File: src/rtl/sb_datapath.sv
// ============================================================================
// sb_datapath : bowling scoreboard datapath (roll intake, score, frame count)
// Rev 1.0
// ============================================================================
`default_nettype none

module sb_datapath #(
  parameter int HOLD_CYCLES = 8
) (
  input  logic       clk,
  input  logic       reset,
  input  logic       roll_valid,
  input  logic [3:0] pins,
  output logic       roll_ready,
  input  logic       AD,
  input  logic       NF,
  input  logic       done,
  output logic       UPD,
  output logic       APD,
  output logic       LF,
  output logic [8:0] score,
  output logic [3:0] frame,
  output logic       err
);

  localparam logic [3:0] c_rack      = 4'd10;
  localparam logic [3:0] c_last_frm  = 4'd10;
  localparam logic [3:0] c_hold      = 4'(HOLD_CYCLES);
  localparam logic [8:0] c_score_max = 9'd511;

  logic [3:0] pins_left_q, pins_left_d;
  logic [3:0] pin_reg_q,   pin_reg_d;
  logic [8:0] score_q,     score_d;
  logic [3:0] frame_q,     frame_d;
  logic [3:0] hold_cnt_q,  hold_cnt_d;
  logic       nf_dly_q,    nf_dly_d;
  logic       upd_q,       upd_d;
  logic       err_q,       err_d;

  logic       w_nf_rise;
  logic [3:0] w_avail;
  logic       w_offer;
  logic       w_fits;
  logic [9:0] w_sum;

  assign roll_ready = (hold_cnt_q == 4'd0) && !done;
  assign APD        = (pins_left_q == 4'd0);
  assign LF         = (frame_q == c_last_frm);
  assign score      = score_q;
  assign frame      = frame_q;
  assign UPD        = upd_q;
  assign err        = err_q;

  always_comb begin
    w_nf_rise = NF && !nf_dly_q;
    // A cleared rack or a same-edge next-frame both present a full rack.
    w_avail   = ((pins_left_q == 4'd0) || w_nf_rise) ? c_rack : pins_left_q;
    w_offer   = roll_valid && roll_ready;
    w_fits    = (pins <= w_avail);
    w_sum     = {1'b0, score_q} + {6'd0, pin_reg_q};

    pins_left_d = pins_left_q;
    pin_reg_d   = pin_reg_q;
    score_d     = score_q;
    frame_d     = frame_q;
    hold_cnt_d  = (hold_cnt_q != 4'd0) ? (hold_cnt_q - 4'd1) : hold_cnt_q;
    nf_dly_d    = NF;
    upd_d       = 1'b0;
    err_d       = 1'b0;

    if (AD && !done) begin
      score_d = w_sum[9] ? c_score_max : w_sum[8:0];
    end

    if (w_nf_rise && !done) begin
      frame_d     = (frame_q == c_last_frm) ? c_last_frm : (frame_q + 4'd1);
      pins_left_d = c_rack;
    end

    // An accepted roll overrides the rack reset from a coincident next-frame.
    if (w_offer && w_fits) begin
      pin_reg_d   = pins;
      pins_left_d = w_avail - pins;
      upd_d       = 1'b1;
      hold_cnt_d  = c_hold;
    end else if (w_offer) begin
      err_d = 1'b1;
    end
  end

  always_ff @(posedge clk or posedge reset) begin
    if (reset) begin
      pins_left_q <= c_rack;
      pin_reg_q   <= 4'd0;
      score_q     <= 9'd0;
      frame_q     <= 4'd1;
      hold_cnt_q  <= 4'd0;
      nf_dly_q    <= 1'b0;
      upd_q       <= 1'b0;
      err_q       <= 1'b0;
    end else begin
      pins_left_q <= pins_left_d;
      pin_reg_q   <= pin_reg_d;
      score_q     <= score_d;
      frame_q     <= frame_d;
      hold_cnt_q  <= hold_cnt_d;
      nf_dly_q    <= nf_dly_d;
      upd_q       <= upd_d;
      err_q       <= err_d;
    end
  end

endmodule

`default_nettype wire
File: config.mk
export PLATFORM = sky130hd
export DESIGN_NAME = sb_datapath
export DESIGN_NICKNAME = d
export VERILOG_FILES = /design/src/rtl/sb_datapath.sv
export SDC_FILE = /design/constraint.sdc
export NUM_CORES = 1
export LEC_CHECK = 0
export ABC_AREA = 1
export CORE_ASPECT_RATIO = 1.1
export CORE_MARGIN = 2
export CORE_UTILIZATION = 45
export DETAILED_ROUTE_END_ITERATION = 16
export PLACE_DENSITY = 0.73
export SLEW_MARGIN = 0
export SYNTH_ARGS = -nofsm -noshare
export SYNTH_HDL_FRONTEND = slang
export SYNTH_SLANG_ARGS = --single-unit
File: constraint.sdc
create_clock -name clk -period 5.84 [get_ports clk]
set_clock_uncertainty 0.05 [all_clocks]
set_input_delay 1.168 -clock clk [delete_from_list [all_inputs] [get_ports clk]]
set_output_delay 1.168 -clock clk [all_outputs]
set_load 0.1 [all_outputs]
==> impl_metrics.json <==
{
  "status": "finished clean",
  "dieArea_mm2": 0.00439,
  "n_fill_cell": 372,
  "p_leak_nw": 1.12,
  "crit_path_start": "done",
  "intPower_mw": 0.572,
  "drive_gt1_share_pct": 9.49,
  "synth_area_mm2": 0.00174,
  "power.clock.fraction_pct": 12.5,
  "syn_inst": 224,
  "numCtsBuffers": 3,
  "antenna_cells": 0,
  "ant_nets": 0,
  "clk_pin_slew_worst_paths_ps": 90,
  "yosys_warnings": 0,
  "ctsResizeCount": 0,
  "period_share_pct": 72.8,
  "switching_share_pct": 53.3,
  "core-area_mm2": 0.00368,
  "p_seq_share_pct": 27.4,
  "slew_violations": 0,
  "timing.rr.start": "pins_left_q[1]",
  "path_class": "in -> out",
  "reg2reg_setup_slack_ps": 3440,
  "layout_min_cycle_time_ps": 4250,
  "synth_cell_types": 25,
  "syn_nets": 247,
  "tns_ps": 0,
  "cp-start-kind": "primary input",
  "first_pass_iters": 4,
  "avgViaCountPerCell": 4.84,
  "layout_common_cells": "57 x nand2_1, 43 x inv_1, 27 x clkdlybuf4s50_1",
  "final_area_mm2": 0.00213,
  "final_common_cell": "nand2_1",
  "hold_path_class": "reg -> reg",
  "power_switching_mw": 0.652,
  "numPortBuffers": 27,
  "area_growth_syn_to_layout_pct": 22.1,
  "drt_iter0_drc": 67,
  "dp_hpwl_um": 2600,
  "cts_buffer_depth": 2,
  "syn_avg_cell_area_um2": 7.78,
  "wl_per_cell_um": 10.7,
  "fp.dieW_um": 63.3,
  "ys_seq_area_share_pct": 40.4,
  "setup_ws_ps": 1590,
  "num_vias": 1466,
  "rsz0062_at_grt": "false",
  "worst_pin_slew_ps": 1030,
  "fmax_mhz": 235,
  "cts-root-buf": "clkbuf_8",
  "h-tree-depth": 1,
  "cap_violations": 0,
  "power_mw": 1.22,
  "nNetsFinal": 277,
  "die_h_um": 69.3,
  "setup_violations": 0,
  "relSlewSlack_pct": 31.3,
  "pre_cts_ws_ps": 1570,
  "antenna_found_initial": 0,
  "overflow": 0,
  "tritoncts": "built",
  "rows": 23,
  "io_pins": 28,
  "clkLatencyLatePin_ps": 270,
  "cts_sinks": 28,
  "gp_congestion": 0.855,
  "placedInstanceArea_mm2": 0.00206,
  "drc": 0,
  "p_per_area_mw_per_mm2": 575,
  "grtUsageTotal_pct": 16.4,
  "grt_pass1_vias": 1451,
  "end_kind": "output pin",
  "grt_pass1_wl_um": 5960,
  "wl_um": 3250,
  "grt_max_degree": 29,
  "min_from": "pins_left_q[1]",
  "combPwrFrac_pct": 60.1,
  "ys_ff_latch": 28,
  "initial_utilization_pct": 47.3,
  "final_hold_viol_count": 0,
  "crit_fanout": 4,
  "crit_arrival_ps": 3030,
  "required_ps": 4620,
  "vdd_drop_max_mv": 0.173,
  "holdBufCountCts": 0,
  "cts_setup_buffers": 0
}
[state kept, by name, indices dropped and copies added, names as in the netlist]
name	count
hold_cnt_q	4
err	1
pin_reg_q	4
pins_left_q	4
UPD	1
score	9
nf_dly_q	1
frame	4
[logic make-up (layout without fill, tap and decap cells)]
kind of cell    count (synthesis)  after routing  synth area share (%)
compound gates                 17             17                  5.74
fa+ha+maj                      13             13                  10.2
flops                          28             28                  40.4
buf+inv                        46             75                  10.6
simple gates                  115            115                  30.6
xor+xnor                        5              5                  2.51
[layout make-up]
type	instances	area, um2	share of cell area [%]
timing repair buffer	27	270	12.7
multi-input combinational	150	855	40.2
inverter	44	165	7.76
tap	50	62.6	2.94
clock inverter	1	30.0	1.41
sequential	28	704	33.1
clock buffer	3	41.3	1.94
[power groups by stage]
stage,Combinational (mW),Sequential (mW),Clock [mW]
2_1_floorplan,0.324,0.596,0
3_3_place_gp,0.726,0.337,0
3_5_place_dp,0.741,0.339,0
4_1_cts,0.743,0.336,0.157
5_1_grt,0.804,0.346,0.163
6_report,0.736,0.335,0.153
[final timing paths]
| path | endpoint | cells after the start |
|---|---|---|
| hold / removal | pins_left_q[1] | 2 |
| min in group asynchronous | frame[2] | 2 |
| max in group asynchronous | score[2] | 2 |
| setup / recovery | roll_ready | 5 |
| hold reg to reg | pins_left_q[1] | 2 |
| setup reg to reg | pins_left_q[2] | 14 |
[critical path: stages]
cell and delay (ps):
clkdlybuf4s50_1 400, inv_1 140, nand3_2 140, inv_1 70, clkdlybuf4s50_1 1120
[Yosys cell counts (all sizes together)]
cell type / count / area [um2]
a21oi: 5 / 25.0
buf: 2 / 18.8
dfrtp: 25 / 626
dfstp: 3 / 78.8
fa: 2 / 40.0
ha: 11 / 138
inv: 44 / 165
nand2: 62 / 250
nand3: 29 / 165
nand3b: 2 / 15.0
nand4: 2 / 12.5
nor2: 17 / 73.8
nor3: 2 / 10.0
o21ai: 12 / 75.1
or2: 1 / 6.26
xnor2: 2 / 17.5
xor2: 3 / 26.3
[metrics by stage]
step / utilization (%) / hold WS (ps) / cells
2_1_floorplan: - / 403 / 224
3_3_place_gp: 55.8 / 423 / 299
3_5_place_dp: 55.8 / 435 / 299
4_1_cts: 57.8 / 454 / 303
5_1_grt: 57.8 / 472 / 303
6_report: 57.8 / 449 / 303
[layer usage]
metal	vias up	share of wire [%]	GRT usage (%)
met4	0	2.0	7.25
met3	6	2.0	0.974
met1	681	48	21.7
li1	756	-	-
met2	23	48	27.6
met5	-	0	0
No activity file was read; power rests on OpenSTA's default activity.
